### config.mk
export PLATFORM = sky130hd
export DESIGN_NAME = pid_control
export DESIGN_NICKNAME = d
export VERILOG_FILES = /design/src/rtl/pid_pkg.sv /design/src/rtl/pid_mac.sv /design/src/rtl/pid_control.sv
export SDC_FILE = /design/constraint.sdc
export NUM_CORES = 2
export LEC_CHECK = 0
export ABC_AREA = 1
export ABC_CLOCK_PERIOD_IN_PS = 10750
export BUFFER_PORTS_ARGS = -buffer_cell sky130_fd_sc_hd__buf_4
export CORE_MARGIN = 5
export CORE_UTILIZATION = 45
export CTS_CLUSTER_SIZE = 12
export DETAILED_ROUTE_END_ITERATION = 10
export HOLD_SLACK_MARGIN = 0.06
export PLACE_DENSITY = 0.65
export SYNTH_ARGS = -nofsm -noshare
export SYNTH_HDL_FRONTEND = slang
export SYNTH_SLANG_ARGS = --single-unit
export TNS_END_PERCENT = 20
### constraint.sdc
create_clock -name CLK -period 10.75 [get_ports CLK]
set_clock_uncertainty 0.15 [all_clocks]
set_input_delay 0 -clock CLK [delete_from_list [all_inputs] [get_ports CLK]]
set_output_delay 0 -clock CLK [all_outputs]
set_load 0.01 [all_outputs]
### src/rtl/pid_pkg.sv
// Shared definitions for the PID position controller.
// Holds the control-mode codes, the FSM state encoding and the internal
// datapath widths used by pid_control and pid_mac.
package pid_pkg;

   localparam int DATA_W = 24;   // external data width (setpoint, gains, duty)
   localparam int ERR_W  = 25;   // setpoint - position without overflow
   localparam int INT_W  = 32;   // integral accumulator / MAC B operand
   localparam int ACC_W  = 64;   // PID sum accumulator

   localparam logic [7:0] MODE_POSITION = 8'd0;
   localparam logic [7:0] MODE_DIRECT   = 8'd1;

   // Largest positive value representable on the 24-bit duty output.
   localparam logic [DATA_W-1:0] DUTY_POS_MAX = 24'd8388607;

   typedef enum logic [2:0] {
      S_IDLE  = 3'd0,
      S_ERR   = 3'd1,
      S_MUL_P = 3'd2,
      S_MUL_I = 3'd3,
      S_MUL_D = 3'd4,
      S_SAT   = 3'd5
   } pid_state_e;

endpackage

### src/rtl/pid_mac.sv
// Signed multiply-accumulate shared by the three PID terms.
// Ports:
//   CLK, reset   clock / asynchronous active-high reset (clears accumulator)
//   i_clear      synchronous clear of the accumulator (wins over i_en)
//   i_en         add i_a * i_b to the accumulator this cycle
//   i_a          24-bit signed gain operand
//   i_b          32-bit signed error / integral / derivative operand
//   o_acc        64-bit signed accumulator
module pid_mac
   import pid_pkg::*;
(
   input  logic                     CLK,
   input  logic                     reset,
   input  logic                     i_clear,
   input  logic                     i_en,
   input  logic signed [DATA_W-1:0] i_a,
   input  logic signed [INT_W-1:0]  i_b,
   output logic signed [ACC_W-1:0]  o_acc
);

   localparam int PROD_W = DATA_W + INT_W;

   logic signed [PROD_W-1:0] w_a_ext;
   logic signed [PROD_W-1:0] w_b_ext;
   logic signed [PROD_W-1:0] w_prod;
   logic signed [ACC_W-1:0]  w_prod_ext;
   logic signed [ACC_W-1:0]  r_acc;

   // Both operands are widened to the full product width so the multiply is
   // carried out at 56 bits with no truncation of the true product.
   assign w_a_ext    = {{INT_W{i_a[DATA_W-1]}}, i_a};
   assign w_b_ext    = {{DATA_W{i_b[INT_W-1]}}, i_b};
   assign w_prod     = w_a_ext * w_b_ext;
   assign w_prod_ext = {{(ACC_W-PROD_W){w_prod[PROD_W-1]}}, w_prod};

   always_ff @(posedge CLK or posedge reset) begin
      if (reset) begin
         r_acc <= '0;
      end else if (i_clear) begin
         r_acc <= '0;
      end else if (i_en) begin
         r_acc <= r_acc + w_prod_ext;
      end
   end

   assign o_acc = r_acc;

endmodule

### src/rtl/pid_control.sv
// PID position controller with a single time-shared MAC.
// A tick in IDLE starts ERR -> MUL_P -> MUL_I -> MUL_D -> SAT; duty is
// written in SAT and duty_valid pulses in the following cycle (tick + 5).
// Ports:
//   CLK, reset           clock / asynchronous active-high reset
//   update_tick          control-loop strobe (ignored while busy)
//   control_mode         0 position PID, 1 direct duty, other off
//   setpoint, position   24-bit signed target / measured position
//   Kp, Ki, Kd           24-bit signed gains
//   PWMLimit             24-bit unsigned symmetric duty limit
//   IntegralLimit        24-bit unsigned symmetric integral limit
//   deadband             24-bit unsigned error deadband
//   duty                 registered 24-bit signed PWM command
//   duty_valid           one-cycle pulse when duty is written
//   busy                 computation in progress (ERR..SAT)
//   overrun              tick arrived while busy (same cycle)
module pid_control
   import pid_pkg::*;
#(
   parameter int OUT_SHIFT = 0
) (
   input  logic                     CLK,
   input  logic                     reset,
   input  logic                     update_tick,
   input  logic [7:0]               control_mode,
   input  logic signed [DATA_W-1:0] setpoint,
   input  logic signed [DATA_W-1:0] position,
   input  logic signed [DATA_W-1:0] Kp,
   input  logic signed [DATA_W-1:0] Ki,
   input  logic signed [DATA_W-1:0] Kd,
   input  logic [DATA_W-1:0]        PWMLimit,
   input  logic [DATA_W-1:0]        IntegralLimit,
   input  logic [DATA_W-1:0]        deadband,
   output logic signed [DATA_W-1:0] duty,
   output logic                     duty_valid,
   output logic                     busy,
   output logic                     overrun
);

   pid_state_e r_state;
   pid_state_e w_state_nxt;

   // Operands captured in ERR so later input changes cannot leak in.
   logic [7:0]               r_mode;
   logic signed [DATA_W-1:0] r_kp;
   logic signed [DATA_W-1:0] r_ki;
   logic signed [DATA_W-1:0] r_kd;
   logic signed [DATA_W-1:0] r_setpoint;
   logic [DATA_W-1:0]        r_pwm_lim;
   logic signed [ERR_W-1:0]  r_err_eff;
   logic signed [INT_W-1:0]  r_deriv;

   logic signed [ERR_W-1:0]  r_err_prev;
   logic signed [INT_W-1:0]  r_integral;
   logic signed [DATA_W-1:0] r_duty;
   logic                     r_duty_valid;

   logic signed [ERR_W-1:0]  w_err;
   logic [ERR_W-1:0]         w_err_abs;
   logic signed [ERR_W-1:0]  w_err_eff;
   logic signed [INT_W:0]    w_int_sum;
   logic signed [INT_W-1:0]  w_int_nxt;
   logic signed [INT_W-1:0]  w_deriv;
   logic [DATA_W-1:0]        w_pwm_cap;
   logic signed [ACC_W-1:0]  w_acc;
   logic signed [ACC_W-1:0]  w_acc_shr;
   logic signed [DATA_W-1:0] w_duty_nxt;

   logic                     w_mac_clear;
   logic                     w_mac_en;
   logic signed [DATA_W-1:0] w_mac_a;
   logic signed [INT_W-1:0]  w_mac_b;

   // Symmetric clamp of the widened integral sum to +/-lim.
   function automatic logic signed [INT_W-1:0] sat_integral(
      input logic signed [INT_W:0] v,
      input logic [DATA_W-1:0]     lim
   );
      logic signed [INT_W:0] l_pos;
      logic signed [INT_W:0] l_neg;
      logic signed [INT_W:0] l_res;
      l_pos = {{(INT_W+1-DATA_W){1'b0}}, lim};
      l_neg = -l_pos;
      if (v > l_pos)      l_res = l_pos;
      else if (v < l_neg) l_res = l_neg;
      else                l_res = v;
      return l_res[INT_W-1:0];
   endfunction

   // Symmetric clamp of a 64-bit value onto the 24-bit duty range +/-lim.
   function automatic logic signed [DATA_W-1:0] sat_duty(
      input logic signed [ACC_W-1:0] v,
      input logic [DATA_W-1:0]       lim
   );
      logic signed [ACC_W-1:0] l_pos;
      logic signed [ACC_W-1:0] l_neg;
      logic signed [ACC_W-1:0] l_res;
      l_pos = {{(ACC_W-DATA_W){1'b0}}, lim};
      l_neg = -l_pos;
      if (v > l_pos)      l_res = l_pos;
      else if (v < l_neg) l_res = l_neg;
      else                l_res = v;
      return l_res[DATA_W-1:0];
   endfunction

   // Error path, evaluated against the live inputs during ERR.
   assign w_err     = {setpoint[DATA_W-1], setpoint} - {position[DATA_W-1], position};
   assign w_err_abs = w_err[ERR_W-1] ? -w_err : w_err;
   assign w_err_eff = (w_err_abs <= {1'b0, deadband}) ? '0 : w_err;
   assign w_int_sum = {r_integral[INT_W-1], r_integral}
                    + {{(INT_W+1-ERR_W){w_err_eff[ERR_W-1]}}, w_err_eff};
   assign w_int_nxt = sat_integral(w_int_sum, IntegralLimit);
   assign w_deriv   = {{(INT_W-ERR_W){w_err_eff[ERR_W-1]}}, w_err_eff}
                    - {{(INT_W-ERR_W){r_err_prev[ERR_W-1]}}, r_err_prev};

   // Output path, evaluated from captured operands during SAT.
   assign w_pwm_cap = (r_pwm_lim > DUTY_POS_MAX) ? DUTY_POS_MAX : r_pwm_lim;
   assign w_acc_shr = w_acc >>> OUT_SHIFT;

   always_comb begin
      w_duty_nxt = '0;
      case (r_mode)
         MODE_POSITION: w_duty_nxt = sat_duty(w_acc_shr, w_pwm_cap);
         MODE_DIRECT:   w_duty_nxt = sat_duty({{(ACC_W-DATA_W){r_setpoint[DATA_W-1]}}, r_setpoint},
                                              r_pwm_lim);
         default:       w_duty_nxt = '0;
      endcase
   end

   // FSM
   always_ff @(posedge CLK or posedge reset) begin
      if (reset) r_state <= S_IDLE;
      else       r_state <= w_state_nxt;
   end

   always_comb begin
      w_state_nxt = r_state;
      case (r_state)
         S_IDLE:  if (update_tick) w_state_nxt = S_ERR;
         S_ERR:   w_state_nxt = S_MUL_P;
         S_MUL_P: w_state_nxt = S_MUL_I;
         S_MUL_I: w_state_nxt = S_MUL_D;
         S_MUL_D: w_state_nxt = S_SAT;
         S_SAT:   w_state_nxt = S_IDLE;
         default: w_state_nxt = S_IDLE;
      endcase
   end

   // MAC operand selection: one product per MUL state, only in position mode.
   always_comb begin
      w_mac_clear = (r_state == S_ERR);
      w_mac_en    = 1'b0;
      w_mac_a     = '0;
      w_mac_b     = '0;
      case (r_state)
         S_MUL_P: begin
            w_mac_en = (r_mode == MODE_POSITION);
            w_mac_a  = r_kp;
            w_mac_b  = {{(INT_W-ERR_W){r_err_eff[ERR_W-1]}}, r_err_eff};
         end
         S_MUL_I: begin
            w_mac_en = (r_mode == MODE_POSITION);
            w_mac_a  = r_ki;
            w_mac_b  = r_integral;
         end
         S_MUL_D: begin
            w_mac_en = (r_mode == MODE_POSITION);
            w_mac_a  = r_kd;
            w_mac_b  = r_deriv;
         end
         default: ;
      endcase
   end

   pid_mac u_mac (
      .CLK     (CLK),
      .reset   (reset),
      .i_clear (w_mac_clear),
      .i_en    (w_mac_en),
      .i_a     (w_mac_a),
      .i_b     (w_mac_b),
      .o_acc   (w_acc)
   );

   // Operand capture: pure data, no reset needed.
   always_ff @(posedge CLK) begin
      if (r_state == S_ERR) begin
         r_mode     <= control_mode;
         r_kp       <= Kp;
         r_ki       <= Ki;
         r_kd       <= Kd;
         r_setpoint <= setpoint;
         r_pwm_lim  <= PWMLimit;
         r_err_eff  <= w_err_eff;
         r_deriv    <= w_deriv;
      end
   end

   // Loop state and output registers.
   always_ff @(posedge CLK or posedge reset) begin
      if (reset) begin
         r_integral   <= '0;
         r_err_prev   <= '0;
         r_duty       <= '0;
         r_duty_valid <= 1'b0;
      end else begin
         r_duty_valid <= 1'b0;
         if (r_state == S_ERR) begin
            if (control_mode == MODE_POSITION) begin
               r_integral <= w_int_nxt;
               r_err_prev <= w_err_eff;
            end else begin
               // Leaving position mode drops loop history so re-entry is bumpless.
               r_integral <= '0;
               r_err_prev <= '0;
            end
         end
         if (r_state == S_SAT) begin
            r_duty       <= w_duty_nxt;
            r_duty_valid <= 1'b1;
         end
      end
   end

   assign duty       = r_duty;
   assign duty_valid = r_duty_valid;
   assign busy       = (r_state != S_IDLE);
   assign overrun    = update_tick & busy;

endmodule

==> impl_metrics.env <==
export IMPL_routed_via_density=5.27
export IMPL_end_kind="register"
export IMPL_antenna_found_initial=4
export IMPL_cp_start_kind="register"
export IMPL_place_gp_congestion=0.984
export IMPL_grt_setup_unrepaired="no"
export IMPL_wl_met2_um=86000
export IMPL_arrival_ps=10060
export IMPL_grt_max_degree=87
export IMPL_cp_endpoint="u_mac.o_acc[63]$_DFFE_PP0P_"
export IMPL_ys_seq_elements=328
export IMPL_synth_edff_count=179
export IMPL_yosysWarnings=0
export IMPL_fin_crit_sh_pct=91.1
export IMPL_dieArea_um2=134000
export IMPL_power_leakage_nw=35.4
export IMPL_synthAdderAreaFrac_pct=42.2
export IMPL_htreeDepth=2
export IMPL_async_flop_share_pct=45.4
export IMPL_yosys_area_share_simple_pct=21.1
export IMPL_crit_required_ps=11020
export IMPL_cts_tree="yes"
export IMPL_cpMostUsedCell="fa_1"
export IMPL_top_layer_used="met5"
export IMPL_grt_pass1_wl_um=287000
export IMPL_timing_final_ws_setup_ps=962
export IMPL_hp_class="input pin to register"
export IMPL_cts_sinks=328
export IMPL_hold_start="position[2]"
export IMPL_finalCriticalPeriod_ps=9790
export IMPL_synthMuxAreaShare_pct=0
export IMPL_area_sequential_um2=9100
export IMPL_first_pass_iters=8
export IMPL_cts_root_buf="clkbuf_16"
export IMPL_cts_buffers=42
export IMPL_ff2ff_path_depth=29
export IMPL_power_share_clock_pct=7.5
export IMPL_grt_overflow=0
export IMPL_die_w_um=366
export IMPL_final_common_cell="nand2_1"
export IMPL_pre_cts_slack_ps=997
export IMPL_final_hold_violation_count=0
export IMPL_p_sw_mw=11.4
export IMPL_drv_cap=0
export IMPL_clk_latency_ps=610
export IMPL_initial_core_util_pct=45.4
export IMPL_max_freq_ghz=0.102
export IMPL_syn2layout_area_growth_pct=14.3
export IMPL_internal_power_mw=8.19
export IMPL_swShare_pct=58.2
export IMPL_drive_gt1_share_pct=5.97
export IMPL_ys_types=57
export IMPL_finalNetCount=9327
export IMPL_worst_path_largest_cell_delay_ps=870
export IMPL_clk_pin_slew_ps=60
export IMPL_maxSlewViolCount=0
export IMPL_grt_pass1_vias=52000
export IMPL_wl_met1_um=74600
export IMPL_tightestPinTransition_ps=1120
export IMPL_io_pins=230
export IMPL_multi_input_area_um2=41300
export IMPL_port_buffers=229
export IMPL_status="complete, no violations"
export IMPL_ys_flop_type="edfxtp_1"
export IMPL_core_um2=126000
export IMPL_die_h_um=366
export IMPL_ir_drop_v=0.000337
export IMPL_rows=130
export IMPL_syn_cell_area_um2=57100
export IMPL_wire_per_inst_um=19.0
export IMPL_synth_xor_area_share_pct=2.05
export IMPL_fillers=11900
export IMPL_combPwrFrac_pct=82.0
export IMPL_rr_endpoint="u_mac.o_acc[63]$_DFFE_PP0P_"
export IMPL_hpwl_um=144000
export IMPL_wl_um=179000
export IMPL_yosysSeqAreaShare_pct=16.0
export IMPL_path_class="register to register"
export IMPL_track_usage_pct=26.8
export IMPL_synth_cells=7291
export IMPL_sequentialPowerShare_pct=10.4
export IMPL_postRouteAntennaNets=0
export IMPL_critPathSlowestCell="fa_1"
export IMPL_worstSetupStartpoint="r_state[2]$_DFFE_PP0P_"
export IMPL_routed_wl_met3_um=12300
export IMPL_crit_fanout=15
export IMPL_synth_compound_area_share_pct=6.82
export IMPL_num_vias=49600
export IMPL_setup_viol=0
export IMPL_r2r_slack_ps=960
export IMPL_drtIter0Drc=3548
export IMPL_powerDensity_nw_per_um2=300
export IMPL_relSlewSlack_pct=25.0
export IMPL_clockBufferDepth=3
export IMPL_remaining_drc_errors=0
export IMPL_rr_startpoint="r_state[2]$_DFFE_PP0P_"
export IMPL_avgSynthCellArea_um2=7.83
export IMPL_final_setup_tns_ps=0
export IMPL_synth_top_family_by_area="adder cells"
export IMPL_final_cell_mix="nand2_1 (1,993), inv_1 (1,540), fa_1 (880)"
==> what timing repair did <==
item / CTS / global route
endpoints found under the hold margin: 264 / 0
gates resized for setup: 0 / 9
hold buffers: 304 / 0
setup endpoints to repair: 0 / 16
setup buffers: 0 / 0
==> synthesized netlist by cell type, drive strengths merged (5+ instances only) <==
cell type / n / area (um2)
a211oi: 6 / 45.0
nand3b: 31 / 233
nand4: 67 / 419
fa: 881 / 17600
nor3: 73 / 385
o21ai: 249 / 1250
nand2: 1996 / 7500
xor2: 105 / 920
or2: 39 / 244
o21a: 15 / 113
inv: 1547 / 5810
nor4: 31 / 200
nor2: 397 / 1510
o21bai: 29 / 218
ha: 515 / 6440
xnor2: 27 / 251
edfxtp: 179 / 5380
a21oi: 298 / 1500
a21o: 22 / 165
o211ai: 14 / 105
nand3: 295 / 1480
and3: 5 / 31.3
a21boi: 6 / 45.1
o22ai: 16 / 100
a31oi: 28 / 175
and2: 5 / 31.3
clkbuf: 213 / 800
dfrtp: 149 / 3730
buf: 24 / 135
o31ai: 10 / 75.1
==> power by group through the flow <==
stage | sequential, mW | clock, mW | combinational (mW)
global route | 2.07 | 1.55 | 18.2
detailed placement | 2.05 | 0 | 15.9
finish | 2.04 | 1.48 | 16.1
floorplan | 2.02 | 0 | 11.3
global placement | 2.05 | 0 | 15.6
CTS | 2.03 | 1.50 | 16.1
==> layer usage <==
layer | vias to the layer above | GRT usage [%]
li1 | 23200 | -
met1 | 24300 | 35.1
met2 | 1726 | 45.7
met3 | 352 | 4.23
met4 | 2 | 8.59
met5 | - | 0
==> final cells by class <==
cell class	instances	share of cell area (%)
multi-input cells	5179	63.3
flip-flops and latches	328	14.0
inverters	1548	8.92
repair buffers	629	8.47
well taps	1650	3.16
clock buffers	62	1.90
clock inverters	15	0.276
diodes	2	0.00767
==> stage by stage <==
step,power (mW),util [%],cell area (um2),hold slack (ps),instances
after CTS,19.6,51.9,65200,68.2,9411
final,19.6,51.9,65200,91.4,9413
after global placement,17.7,48.3,60700,28.2,9030
after floorplan,13.3,-,57100,-51.1,7292
after global routing,21.9,51.9,65200,105,9413
after detailed placement,17.9,48.3,60700,29.3,9030
==> worst max-delay path, delay by kind of cell (launching register included) <==
kind	cells	cell delay, ps
AOI/OAI and AO/OA	4	830
adders and majority gates	8	5000
buffers and inverters	8	1460
DFF	1	440
and+or+nand+nor	9	1710
==> state kept, by name, indices dropped and copies added (netlist names) <==
register and count:
u_mac.o_acc 64, r_integral 32, r_deriv 26, r_err_eff 25, r_err_prev 25, duty 24, r_kd 24, r_ki 24
r_kp 24, r_pwm_lim 24, r_setpoint 24, r_mode 8, r_state 3, duty_valid 1
==> cell families (layout without fill, tap and decap cells) <==
logic type	Yosys count	in the layout
XOR/XNOR	132	132
AND/OR/NAND/NOR	2944	2944
AO/OA/AOI/OAI	705	705
other	1	4
adder cells (fa/ha/maj)	1396	1396
flip-flops	328	328
buffers and inverters	1785	2254
==> how the worst min path moves through the flow <==
stage                                       endpoint  depth (start not counted)  slack (ps)
final                      r_err_prev[3]$_DFFE_PP0N_                          8          90
after global routing       r_err_prev[3]$_DFFE_PP0N_                          8         100
after CTS                 r_err_prev[15]$_DFFE_PP0N_                          7          70
after detailed placement     r_pwm_lim[13]$_DFFE_PN_                          1          30
after global placement       r_pwm_lim[13]$_DFFE_PN_                          1          30
after floorplan                    r_kd[0]$_DFFE_PN_                          0         -50
Note: power is estimated with default switching activity, not from simulation.
